**src/rtl/execute_stage_mc_if.sv**
```systemverilog
// ID/EX -> EX -> EX/MEM signal bundle for the multi-cycle execute stage.
// master drives the ID/EX side and consumes EX/MEM; slave is the execute stage.
interface execute_stage_mc_if #(
   parameter int WIDTH = 32,
   parameter int RA_W  = 5
);
   logic             id_ex_valid;
   logic             mem_to_reg_wr;
   logic             reg_wr_en;
   logic             mem_wr_en;
   logic             alu_src_sel;
   logic [2:0]       alu_ctrl;
   logic [1:0]       forwardA_ex;
   logic [1:0]       forwardB_ex;
   logic [RA_W-1:0]  id_ex_rs;
   logic [RA_W-1:0]  id_ex_rt;
   logic [RA_W-1:0]  reg_wr_addr;
   logic [WIDTH-1:0] reg_data1;
   logic [WIDTH-1:0] reg_data2;
   logic [WIDTH-1:0] sign_imm_ext;
   logic [WIDTH-1:0] wb_reg_wr_data;
   logic             mem_stall;
   logic             ex_flush;

   logic             ex_stall;
   logic [RA_W-1:0]  ex_rs;
   logic [RA_W-1:0]  ex_rt;
   logic [RA_W-1:0]  ex_reg_wr_addr;
   logic             ex_reg_wr_en;
   logic             ex_mem_to_reg_wr;
   logic             ex_mem_valid;
   logic             ex_mem_reg_wr_en;
   logic             ex_mem_mem_wr_en;
   logic             ex_mem_mem_to_reg_wr;
   logic [RA_W-1:0]  ex_mem_reg_wr_addr;
   logic [WIDTH-1:0] ex_mem_alu_result;
   logic [WIDTH-1:0] ex_mem_mem_wr_data;

   modport master (
      output id_ex_valid, mem_to_reg_wr, reg_wr_en, mem_wr_en, alu_src_sel, alu_ctrl,
             forwardA_ex, forwardB_ex, id_ex_rs, id_ex_rt, reg_wr_addr,
             reg_data1, reg_data2, sign_imm_ext, wb_reg_wr_data, mem_stall, ex_flush,
      input  ex_stall, ex_rs, ex_rt, ex_reg_wr_addr, ex_reg_wr_en, ex_mem_to_reg_wr,
             ex_mem_valid, ex_mem_reg_wr_en, ex_mem_mem_wr_en, ex_mem_mem_to_reg_wr,
             ex_mem_reg_wr_addr, ex_mem_alu_result, ex_mem_mem_wr_data
   );

   modport slave (
      input  id_ex_valid, mem_to_reg_wr, reg_wr_en, mem_wr_en, alu_src_sel, alu_ctrl,
             forwardA_ex, forwardB_ex, id_ex_rs, id_ex_rt, reg_wr_addr,
             reg_data1, reg_data2, sign_imm_ext, wb_reg_wr_data, mem_stall, ex_flush,
      output ex_stall, ex_rs, ex_rt, ex_reg_wr_addr, ex_reg_wr_en, ex_mem_to_reg_wr,
             ex_mem_valid, ex_mem_reg_wr_en, ex_mem_mem_wr_en, ex_mem_mem_to_reg_wr,
             ex_mem_reg_wr_addr, ex_mem_alu_result, ex_mem_mem_wr_data
   );
endinterface

```
**src/rtl/execute_stage_mc.sv**
```systemverilog
// Execute stage: operand forwarding, single-cycle ALU, iterative shift-add
// multiplier and the EX/MEM pipeline register with stall/flush handling.
module execute_stage_mc #(
   parameter int WIDTH     = 32,
   parameter int RA_W      = 5,
   parameter int MUL_CNT_W = $clog2(WIDTH) + 1
) (
   input  logic              clk_i,
   input  logic              reset_i,
   execute_stage_mc_if.slave ex_if
);
   localparam logic [2:0] OP_AND = 3'b000;
   localparam logic [2:0] OP_OR  = 3'b001;
   localparam logic [2:0] OP_ADD = 3'b010;
   localparam logic [2:0] OP_MUL = 3'b011;
   localparam logic [2:0] OP_SUB = 3'b110;
   localparam logic [2:0] OP_SLT = 3'b111;
   localparam logic [MUL_CNT_W-1:0] CNT_ONE  = MUL_CNT_W'(1);
   localparam logic [MUL_CNT_W-1:0] LAST_CNT = MUL_CNT_W'(WIDTH - 1);

   typedef enum logic [1:0] {S_IDLE, S_BUSY, S_DONE} mul_state_e;

   mul_state_e           state_q;
   logic [WIDTH-1:0]     mcand_q, mplier_q, acc_q;
   logic [MUL_CNT_W-1:0] cnt_q;

   logic             valid_q, valid_d;
   logic             rwe_q, rwe_d;
   logic             mwe_q, mwe_d;
   logic             m2r_q, m2r_d;
   logic [RA_W-1:0]  addr_q, addr_d;
   logic [WIDTH-1:0] res_q, res_d;
   logic [WIDTH-1:0] wdata_q, wdata_d;

   logic [WIDTH-1:0] op_a, st_data, op_b, alu_res;
   logic             is_mul, mul_issue;

   always_comb begin
      case (ex_if.forwardA_ex)
         2'b01:   op_a = ex_if.wb_reg_wr_data;
         2'b10:   op_a = res_q;
         default: op_a = ex_if.reg_data1;
      endcase
      case (ex_if.forwardB_ex)
         2'b01:   st_data = ex_if.wb_reg_wr_data;
         2'b10:   st_data = res_q;
         default: st_data = ex_if.reg_data2;
      endcase
      op_b = ex_if.alu_src_sel ? ex_if.sign_imm_ext : st_data;
   end

   // MUL yields 0 here; its product comes from the accumulator in S_DONE.
   always_comb begin
      alu_res = '0;
      case (ex_if.alu_ctrl)
         OP_AND:  alu_res = op_a & op_b;
         OP_OR:   alu_res = op_a | op_b;
         OP_ADD:  alu_res = op_a + op_b;
         OP_SUB:  alu_res = op_a - op_b;
         OP_SLT:  alu_res = {{(WIDTH-1){1'b0}}, ($signed(op_a) < $signed(op_b))};
         default: alu_res = '0;
      endcase
   end

   assign is_mul    = (ex_if.alu_ctrl == OP_MUL);
   assign mul_issue = (state_q == S_IDLE) && ex_if.id_ex_valid && is_mul &&
                      !ex_if.ex_flush && !ex_if.mem_stall;

   always_ff @(posedge clk_i or posedge reset_i) begin
      if (reset_i) begin
         state_q  <= S_IDLE;
         mcand_q  <= '0;
         mplier_q <= '0;
         acc_q    <= '0;
         cnt_q    <= '0;
      end else if (ex_if.ex_flush) begin
         state_q <= S_IDLE;
      end else if (!ex_if.mem_stall) begin
         case (state_q)
            S_IDLE: if (mul_issue) begin
               mcand_q  <= op_a;
               mplier_q <= op_b;
               acc_q    <= '0;
               cnt_q    <= '0;
               state_q  <= S_BUSY;
            end
            S_BUSY: begin
               if (mplier_q[0]) acc_q <= acc_q + mcand_q;
               mcand_q  <= mcand_q << 1;
               mplier_q <= mplier_q >> 1;
               cnt_q    <= cnt_q + CNT_ONE;
               // cnt counts iterations already done, so this is the WIDTH-th one
               if (cnt_q == LAST_CNT) state_q <= S_DONE;
            end
            S_DONE:  state_q <= S_IDLE;
            default: state_q <= S_IDLE;
         endcase
      end
   end

   assign ex_if.ex_stall = mul_issue || (state_q == S_BUSY) ||
                           ((state_q == S_DONE) && ex_if.mem_stall) ||
                           (ex_if.mem_stall && ex_if.id_ex_valid);

   always_comb begin
      valid_d = valid_q;
      rwe_d   = rwe_q;
      mwe_d   = mwe_q;
      m2r_d   = m2r_q;
      addr_d  = addr_q;
      res_d   = res_q;
      wdata_d = wdata_q;
      if (ex_if.ex_flush ||
          (!ex_if.mem_stall && ((state_q == S_BUSY) || ((state_q == S_IDLE) && is_mul)))) begin
         valid_d = 1'b0;
         rwe_d   = 1'b0;
         mwe_d   = 1'b0;
         m2r_d   = 1'b0;
         addr_d  = '0;
         res_d   = '0;
         wdata_d = '0;
      end else if (!ex_if.mem_stall) begin
         valid_d = ex_if.id_ex_valid;
         rwe_d   = ex_if.reg_wr_en & ex_if.id_ex_valid;
         mwe_d   = ex_if.mem_wr_en & ex_if.id_ex_valid;
         m2r_d   = ex_if.mem_to_reg_wr & ex_if.id_ex_valid;
         addr_d  = ex_if.reg_wr_addr;
         res_d   = (state_q == S_DONE) ? acc_q : alu_res;
         wdata_d = st_data;
      end
   end

   always_ff @(posedge clk_i or posedge reset_i) begin
      if (reset_i) begin
         valid_q <= 1'b0;
         rwe_q   <= 1'b0;
         mwe_q   <= 1'b0;
         m2r_q   <= 1'b0;
         addr_q  <= '0;
         res_q   <= '0;
         wdata_q <= '0;
      end else begin
         valid_q <= valid_d;
         rwe_q   <= rwe_d;
         mwe_q   <= mwe_d;
         m2r_q   <= m2r_d;
         addr_q  <= addr_d;
         res_q   <= res_d;
         wdata_q <= wdata_d;
      end
   end

   assign ex_if.ex_rs                = ex_if.id_ex_rs;
   assign ex_if.ex_rt                = ex_if.id_ex_rt;
   assign ex_if.ex_reg_wr_addr       = ex_if.reg_wr_addr;
   assign ex_if.ex_reg_wr_en         = ex_if.reg_wr_en;
   assign ex_if.ex_mem_to_reg_wr     = ex_if.mem_to_reg_wr;
   assign ex_if.ex_mem_valid         = valid_q;
   assign ex_if.ex_mem_reg_wr_en     = rwe_q;
   assign ex_if.ex_mem_mem_wr_en     = mwe_q;
   assign ex_if.ex_mem_mem_to_reg_wr = m2r_q;
   assign ex_if.ex_mem_reg_wr_addr   = addr_q;
   assign ex_if.ex_mem_alu_result    = res_q;
   assign ex_if.ex_mem_mem_wr_data   = wdata_q;
endmodule

```
**src/flat_wrapper.sv**
```systemverilog
// flat-port wrapper written by rule: the top's interface ports become plain ports
module execute_stage_mc_flat 
#(
   parameter int WIDTH     = 32,
   parameter int RA_W      = 5,
   parameter int MUL_CNT_W = $clog2(WIDTH) + 1
)
  (clk_i, reset_i, ex_if_id_ex_valid, ex_if_mem_to_reg_wr, ex_if_reg_wr_en, ex_if_mem_wr_en, ex_if_alu_src_sel, ex_if_alu_ctrl, ex_if_forwardA_ex, ex_if_forwardB_ex, ex_if_id_ex_rs, ex_if_id_ex_rt, ex_if_reg_wr_addr, ex_if_reg_data1, ex_if_reg_data2, ex_if_sign_imm_ext, ex_if_wb_reg_wr_data, ex_if_mem_stall, ex_if_ex_flush, ex_if_ex_stall, ex_if_ex_rs, ex_if_ex_rt, ex_if_ex_reg_wr_addr, ex_if_ex_reg_wr_en, ex_if_ex_mem_to_reg_wr, ex_if_ex_mem_valid, ex_if_ex_mem_reg_wr_en, ex_if_ex_mem_mem_wr_en, ex_if_ex_mem_mem_to_reg_wr, ex_if_ex_mem_reg_wr_addr, ex_if_ex_mem_alu_result, ex_if_ex_mem_mem_wr_data);
  execute_stage_mc_if #(.WIDTH(WIDTH), .RA_W(RA_W)) ex_if_i ();
  input  logic clk_i;
  input  logic reset_i;
  input wire logic [$bits(ex_if_i.id_ex_valid)-1:0] ex_if_id_ex_valid;
  input wire logic [$bits(ex_if_i.mem_to_reg_wr)-1:0] ex_if_mem_to_reg_wr;
  input wire logic [$bits(ex_if_i.reg_wr_en)-1:0] ex_if_reg_wr_en;
  input wire logic [$bits(ex_if_i.mem_wr_en)-1:0] ex_if_mem_wr_en;
  input wire logic [$bits(ex_if_i.alu_src_sel)-1:0] ex_if_alu_src_sel;
  input wire logic [$bits(ex_if_i.alu_ctrl)-1:0] ex_if_alu_ctrl;
  input wire logic [$bits(ex_if_i.forwardA_ex)-1:0] ex_if_forwardA_ex;
  input wire logic [$bits(ex_if_i.forwardB_ex)-1:0] ex_if_forwardB_ex;
  input wire logic [$bits(ex_if_i.id_ex_rs)-1:0] ex_if_id_ex_rs;
  input wire logic [$bits(ex_if_i.id_ex_rt)-1:0] ex_if_id_ex_rt;
  input wire logic [$bits(ex_if_i.reg_wr_addr)-1:0] ex_if_reg_wr_addr;
  input wire logic [$bits(ex_if_i.reg_data1)-1:0] ex_if_reg_data1;
  input wire logic [$bits(ex_if_i.reg_data2)-1:0] ex_if_reg_data2;
  input wire logic [$bits(ex_if_i.sign_imm_ext)-1:0] ex_if_sign_imm_ext;
  input wire logic [$bits(ex_if_i.wb_reg_wr_data)-1:0] ex_if_wb_reg_wr_data;
  input wire logic [$bits(ex_if_i.mem_stall)-1:0] ex_if_mem_stall;
  input wire logic [$bits(ex_if_i.ex_flush)-1:0] ex_if_ex_flush;
  output wire logic [$bits(ex_if_i.ex_stall)-1:0] ex_if_ex_stall;
  output wire logic [$bits(ex_if_i.ex_rs)-1:0] ex_if_ex_rs;
  output wire logic [$bits(ex_if_i.ex_rt)-1:0] ex_if_ex_rt;
  output wire logic [$bits(ex_if_i.ex_reg_wr_addr)-1:0] ex_if_ex_reg_wr_addr;
  output wire logic [$bits(ex_if_i.ex_reg_wr_en)-1:0] ex_if_ex_reg_wr_en;
  output wire logic [$bits(ex_if_i.ex_mem_to_reg_wr)-1:0] ex_if_ex_mem_to_reg_wr;
  output wire logic [$bits(ex_if_i.ex_mem_valid)-1:0] ex_if_ex_mem_valid;
  output wire logic [$bits(ex_if_i.ex_mem_reg_wr_en)-1:0] ex_if_ex_mem_reg_wr_en;
  output wire logic [$bits(ex_if_i.ex_mem_mem_wr_en)-1:0] ex_if_ex_mem_mem_wr_en;
  output wire logic [$bits(ex_if_i.ex_mem_mem_to_reg_wr)-1:0] ex_if_ex_mem_mem_to_reg_wr;
  output wire logic [$bits(ex_if_i.ex_mem_reg_wr_addr)-1:0] ex_if_ex_mem_reg_wr_addr;
  output wire logic [$bits(ex_if_i.ex_mem_alu_result)-1:0] ex_if_ex_mem_alu_result;
  output wire logic [$bits(ex_if_i.ex_mem_mem_wr_data)-1:0] ex_if_ex_mem_mem_wr_data;
  assign ex_if_i.id_ex_valid = ex_if_id_ex_valid;
  assign ex_if_i.mem_to_reg_wr = ex_if_mem_to_reg_wr;
  assign ex_if_i.reg_wr_en = ex_if_reg_wr_en;
  assign ex_if_i.mem_wr_en = ex_if_mem_wr_en;
  assign ex_if_i.alu_src_sel = ex_if_alu_src_sel;
  assign ex_if_i.alu_ctrl = ex_if_alu_ctrl;
  assign ex_if_i.forwardA_ex = ex_if_forwardA_ex;
  assign ex_if_i.forwardB_ex = ex_if_forwardB_ex;
  assign ex_if_i.id_ex_rs = ex_if_id_ex_rs;
  assign ex_if_i.id_ex_rt = ex_if_id_ex_rt;
  assign ex_if_i.reg_wr_addr = ex_if_reg_wr_addr;
  assign ex_if_i.reg_data1 = ex_if_reg_data1;
  assign ex_if_i.reg_data2 = ex_if_reg_data2;
  assign ex_if_i.sign_imm_ext = ex_if_sign_imm_ext;
  assign ex_if_i.wb_reg_wr_data = ex_if_wb_reg_wr_data;
  assign ex_if_i.mem_stall = ex_if_mem_stall;
  assign ex_if_i.ex_flush = ex_if_ex_flush;
  assign ex_if_ex_stall = ex_if_i.ex_stall;
  assign ex_if_ex_rs = ex_if_i.ex_rs;
  assign ex_if_ex_rt = ex_if_i.ex_rt;
  assign ex_if_ex_reg_wr_addr = ex_if_i.ex_reg_wr_addr;
  assign ex_if_ex_reg_wr_en = ex_if_i.ex_reg_wr_en;
  assign ex_if_ex_mem_to_reg_wr = ex_if_i.ex_mem_to_reg_wr;
  assign ex_if_ex_mem_valid = ex_if_i.ex_mem_valid;
  assign ex_if_ex_mem_reg_wr_en = ex_if_i.ex_mem_reg_wr_en;
  assign ex_if_ex_mem_mem_wr_en = ex_if_i.ex_mem_mem_wr_en;
  assign ex_if_ex_mem_mem_to_reg_wr = ex_if_i.ex_mem_mem_to_reg_wr;
  assign ex_if_ex_mem_reg_wr_addr = ex_if_i.ex_mem_reg_wr_addr;
  assign ex_if_ex_mem_alu_result = ex_if_i.ex_mem_alu_result;
  assign ex_if_ex_mem_mem_wr_data = ex_if_i.ex_mem_mem_wr_data;
  execute_stage_mc #(.WIDTH(WIDTH), .RA_W(RA_W), .MUL_CNT_W(MUL_CNT_W)) u_core (.clk_i(clk_i), .reset_i(reset_i), .ex_if(ex_if_i));
endmodule
```
**config.mk**
```make
export PLATFORM = sky130hd
export DESIGN_NAME = execute_stage_mc_flat
export DESIGN_NICKNAME = d
export VERILOG_FILES = /design/src/rtl/execute_stage_mc_if.sv /design/src/rtl/execute_stage_mc.sv /design/src/flat_wrapper.sv
export SDC_FILE = /design/constraint.sdc
export NUM_CORES = 1
export LEC_CHECK = 0
export BUFFER_PORTS_ARGS = -buffer_cell sky130_fd_sc_hd__buf_2
export CAP_MARGIN = 10
export CORE_AREA = 2 2 117 232
export DETAILED_ROUTE_END_ITERATION = 12
export DIE_AREA = 0 0 119 234
export PLACE_DENSITY_LB_ADDON = 0.2
export SYNTH_ARGS = -nofsm -noshare
export SYNTH_HDL_FRONTEND = slang
export SYNTH_SLANG_ARGS = --single-unit
```
**constraint.sdc**
```tcl
create_clock -name clk_i -period 9.35 [get_ports clk_i]
set_clock_uncertainty 0.15 [all_clocks]
set_input_delay 1.87 -clock clk_i [delete_from_list [all_inputs] [get_ports clk_i]]
set_output_delay 1.87 -clock clk_i [all_outputs]
set_load 0.02 [all_outputs]
```
==> results_dict.tcl <==
set metrics [dict create \
    status "finished, final reports clean" \
    setup_viol 0 \
    tns_ns 0 \
    setup.worst_path.start_class "input pin" \
    die_height_um 234 \
    cts_tree "done" \
    grt_start_max_net_pins 73 \
    yosysSeqAreaShare 0.288 \
    rsz0062_at_grt "false" \
    synth_top_area_share 0.288 \
    ys_seq_elements 177 \
    via_per_inst 6.60 \
    p_leak_nw 8.45 \
    synth_cell_types 79 \
    post-dp-hpwl_um 44400 \
    place_ws_ns 2.39 \
    post_cts_buffers 0 \
    multiInputGateArea_um2 9920 \
    clockBufferDepth 2 \
    globalRouteMet2Util 0.731 \
    worst_r2r_endpoint "u_core.ex_if.ex_mem_alu_result[0]" \
    crit_path_max_fanout 16 \
    drt-total-wl_um 58800 \
    clock_latency_ns 0.46 \
    wire_per_inst_um 24.2 \
    num_antenna_cells 0 \
    crit_type "in -> reg" \
    worstSetupEndpointType "register" \
    fill_cells 2328 \
    fp.dieArea_um2 27800 \
    antenna_left 0 \
    hold_path.class "reg -> reg" \
    hold_violations 0 \
    grt.busiest_layer "met2" \
    place_congestion 1.03 \
    ys_dominant_reg_cell "dfrtp_1" \
    fp.dieW_um 119 \
    cts.sinks 177 \
    gr-total-overflow 0 \
    use_met3 0.0537 \
    grt_pass1_vias 15800 \
    start_util 0.587 \
    ff2ff_setup_slack_ns 4.94 \
    crit_family "compound AO/OA/AOI/OAI gates" \
    cts_max_level 4 \
    drtIter0Drc 1362 \
    numCtsBuffers 17 \
    max_cap_violations 0 \
    antenna_found_initial 0 \
    cts_resized 0 \
    io_pins 250 \
    drtPass1Iterations 7 \
    synthCells 1943 \
    synthTopCellsByCount "nand2_1, o21ai_0, dfrtp_1" \
    yosys.cell_count.top_type "nand2_1" \
    met1_usage 0.471 \
    row_count 84 \
    vias 16000 \
    synthArstFlopShare 1.00 \
    p_per_area_nw_per_um2 153 \
    core_um2 26200 \
    ir_drop_uv 143 \
    clockRootBuffer "clkbuf_16" \
    drive_above_1_share 0.155 \
    area_growth_syn_to_layout_pct 11.6 \
    fin_crit_ns 6.74 \
    yosysTopAreaCell "dfrtp_1" \
    cpMostUsedCell "a21oi_1" \
    maxSlewHeadroom 0.139 \
    synth_area_per_cell_um2 7.91 \
    ys_top_cells_by_area "dfrtp_1, ha_1, o21ai_0, nand2_1, a21oi_1" \
    grt_pass1_wl_um 88200 \
    crit_chain "buf_2 -> inv_1 -> ha_1 -> buf_4 -> a22oi_1 -> nor2_1 -> a21oi_1 -> o21ai_0 -> ha_1 -> a21oi_1 -> o21ai_1 -> nand4_1 -> a21oi_1 -> a211oi_1 -> o21bai_1 -> a311oi_1 -> a311oi_1 -> a211oi_1" \
    numPortBuffers 229 \
    required_ns 9.56 \
    cp.arrival_ns 6.95 \
    critPathMaxStageDelay_ns 0.90 \
    syn_nets 2246 \
    post-route-drc-count 0 \
    nets 2375 \
    whs_endpoint "u_core.ex_if.ex_mem_mem_wr_data[13]" \
    worstMarginPinSlew_ns 1.29 \
    min_from "u_core.ex_if.ex_mem_mem_wr_data[13]" \
    path_buf_inv 3 \
    reg2reg_depth 14 \
    ys_warn_count 0 \
    track_usage 0.417 \
    setup_slack_ns 2.61 \
    clk_pin_slew_worst_paths_ns 0.08 \
    finalCritPeriodShare 0.721 \
    synth-edff-count 0 \
    worstReg2RegStart "u_core.ex_if.ex_mem_alu_result[0]" \
    min_path_cells 2 \
    syn_area_um2 15400 \
    crit_path_top_delay_cell "ha_1" \
    fmax_ghz 0.148 \
    regArea_um2 4430 \
    holdBufCountCts 0 \
    maxSlewViolCount 0 \
]
[report_power, final]
group | switching [mW] | internal (mW)
sequential | 0.0749 | 0.851
clock | 0.349 | 0.390
combinational | 0.626 | 0.334
[worst register-to-register path: cells and delay by family, from the launching register on]
family                   cells  cell delay, ns
flip-flops                   1            0.43
AO/OA/AOI/OAI               10            2.54
AND/OR/NAND/NOR              2            0.31
adder cells (fa/ha/maj)      2            0.83
[worst max path at each step]
stage | startpoint | endpoint | cells past startpoint
detailed placement | ex_if_forwardB_ex[1] | u_core.ex_if.ex_mem_alu_result[27] | 18
finish | ex_if_forwardB_ex[1] | u_core.ex_if.ex_mem_alu_result[27] | 18
global placement | ex_if_forwardB_ex[1] | u_core.ex_if.ex_mem_alu_result[25] | 18
global route | ex_if_forwardB_ex[1] | u_core.ex_if.ex_mem_alu_result[0] | 17
CTS | ex_if_forwardB_ex[1] | u_core.ex_if.ex_mem_alu_result[25] | 18
floorplan | reset_i | u_core.acc_q[0] | 1
[cell families (layout without fill, tap and decap cells)]
family / after synthesis / count (layout) / share of synthesized area
flops: 177 / 177 / 0.288
simple gates: 531 / 531 / 0.150
mux: 68 / 68 / 0.0444
fa+ha+maj: 144 / 144 / 0.119
compound gates: 713 / 713 / 0.299
xor+xnor: 54 / 54 / 0.0308
buf+inv: 256 / 398 / 0.0689
[final cells by class]
type / count / area share
tap: 344 / 0.0251
multi-input combinational: 1510 / 0.579
clock buffer: 19 / 0.0264
timing repair buffer: 258 / 0.0795
inverter: 108 / 0.0239
clock inverter: 13 / 0.00810
sequential: 177 / 0.258
[per-layer routing]
metal,wire length (um),vias up
met3,4250,246
li1,-,7253
met2,29400,883
met4,4180,0
met1,21000,7661
met5,0,-
[per-stage QoR]
stage | instance area (um2) | hold slack [ns] | instances | power (mW) | utilization
after floorplan | 15400 | 0.299 | 1943 | 1.57 | -
after global placement | 16600 | 0.307 | 2397 | 1.86 | 0.633
after detailed placement | 16600 | 0.311 | 2397 | 1.87 | 0.633
after CTS | 17100 | 0.327 | 2429 | 2.61 | 0.655
after global routing | 17100 | 0.340 | 2429 | 2.75 | 0.655
final | 17100 | 0.322 | 2429 | 2.62 | 0.655
[cell usage in the layout (no fill, tap or decap), types with 8 or more instances in the layout]
cell type,n
a31oi_1,16
nand4_1,12
a22oi_1,84
o31ai_1,41
o21ai_0,204
or3_1,9
nor4_1,10
buf_2,229
nand3_1,26
nor2_1,124
nor3_1,23
o21ai_1,26
a22o_1,11
o211ai_1,12
mux2i_1,67
a211o_1,8
o21a_1,8
a222oi_1,13
a21o_1,26
nor2b_1,9
buf_4,29
nand2b_1,10
inv_1,104
ha_1,139
xnor2_1,36
dfrtp_1,177
xor2_1,18
a21oi_1,148
nand2_1,271
o21bai_1,24
clkbuf_16,17
a211oi_1,13
[state kept, by name, summed over array words and instances, names as in the netlist, 2 cells and up]
name / flops
u_core.ex_if.ex_mem_alu_result: 32
u_core.mplier_q: 32
u_core.ex_if.ex_mem_reg_wr_addr: 5
u_core.ex_if.ex_mem_mem_wr_data: 32
u_core.mcand_q: 32
u_core.acc_q: 32
u_core.cnt_q: 6
u_core.state_q: 2
Power figures use the tool's default switching activity.
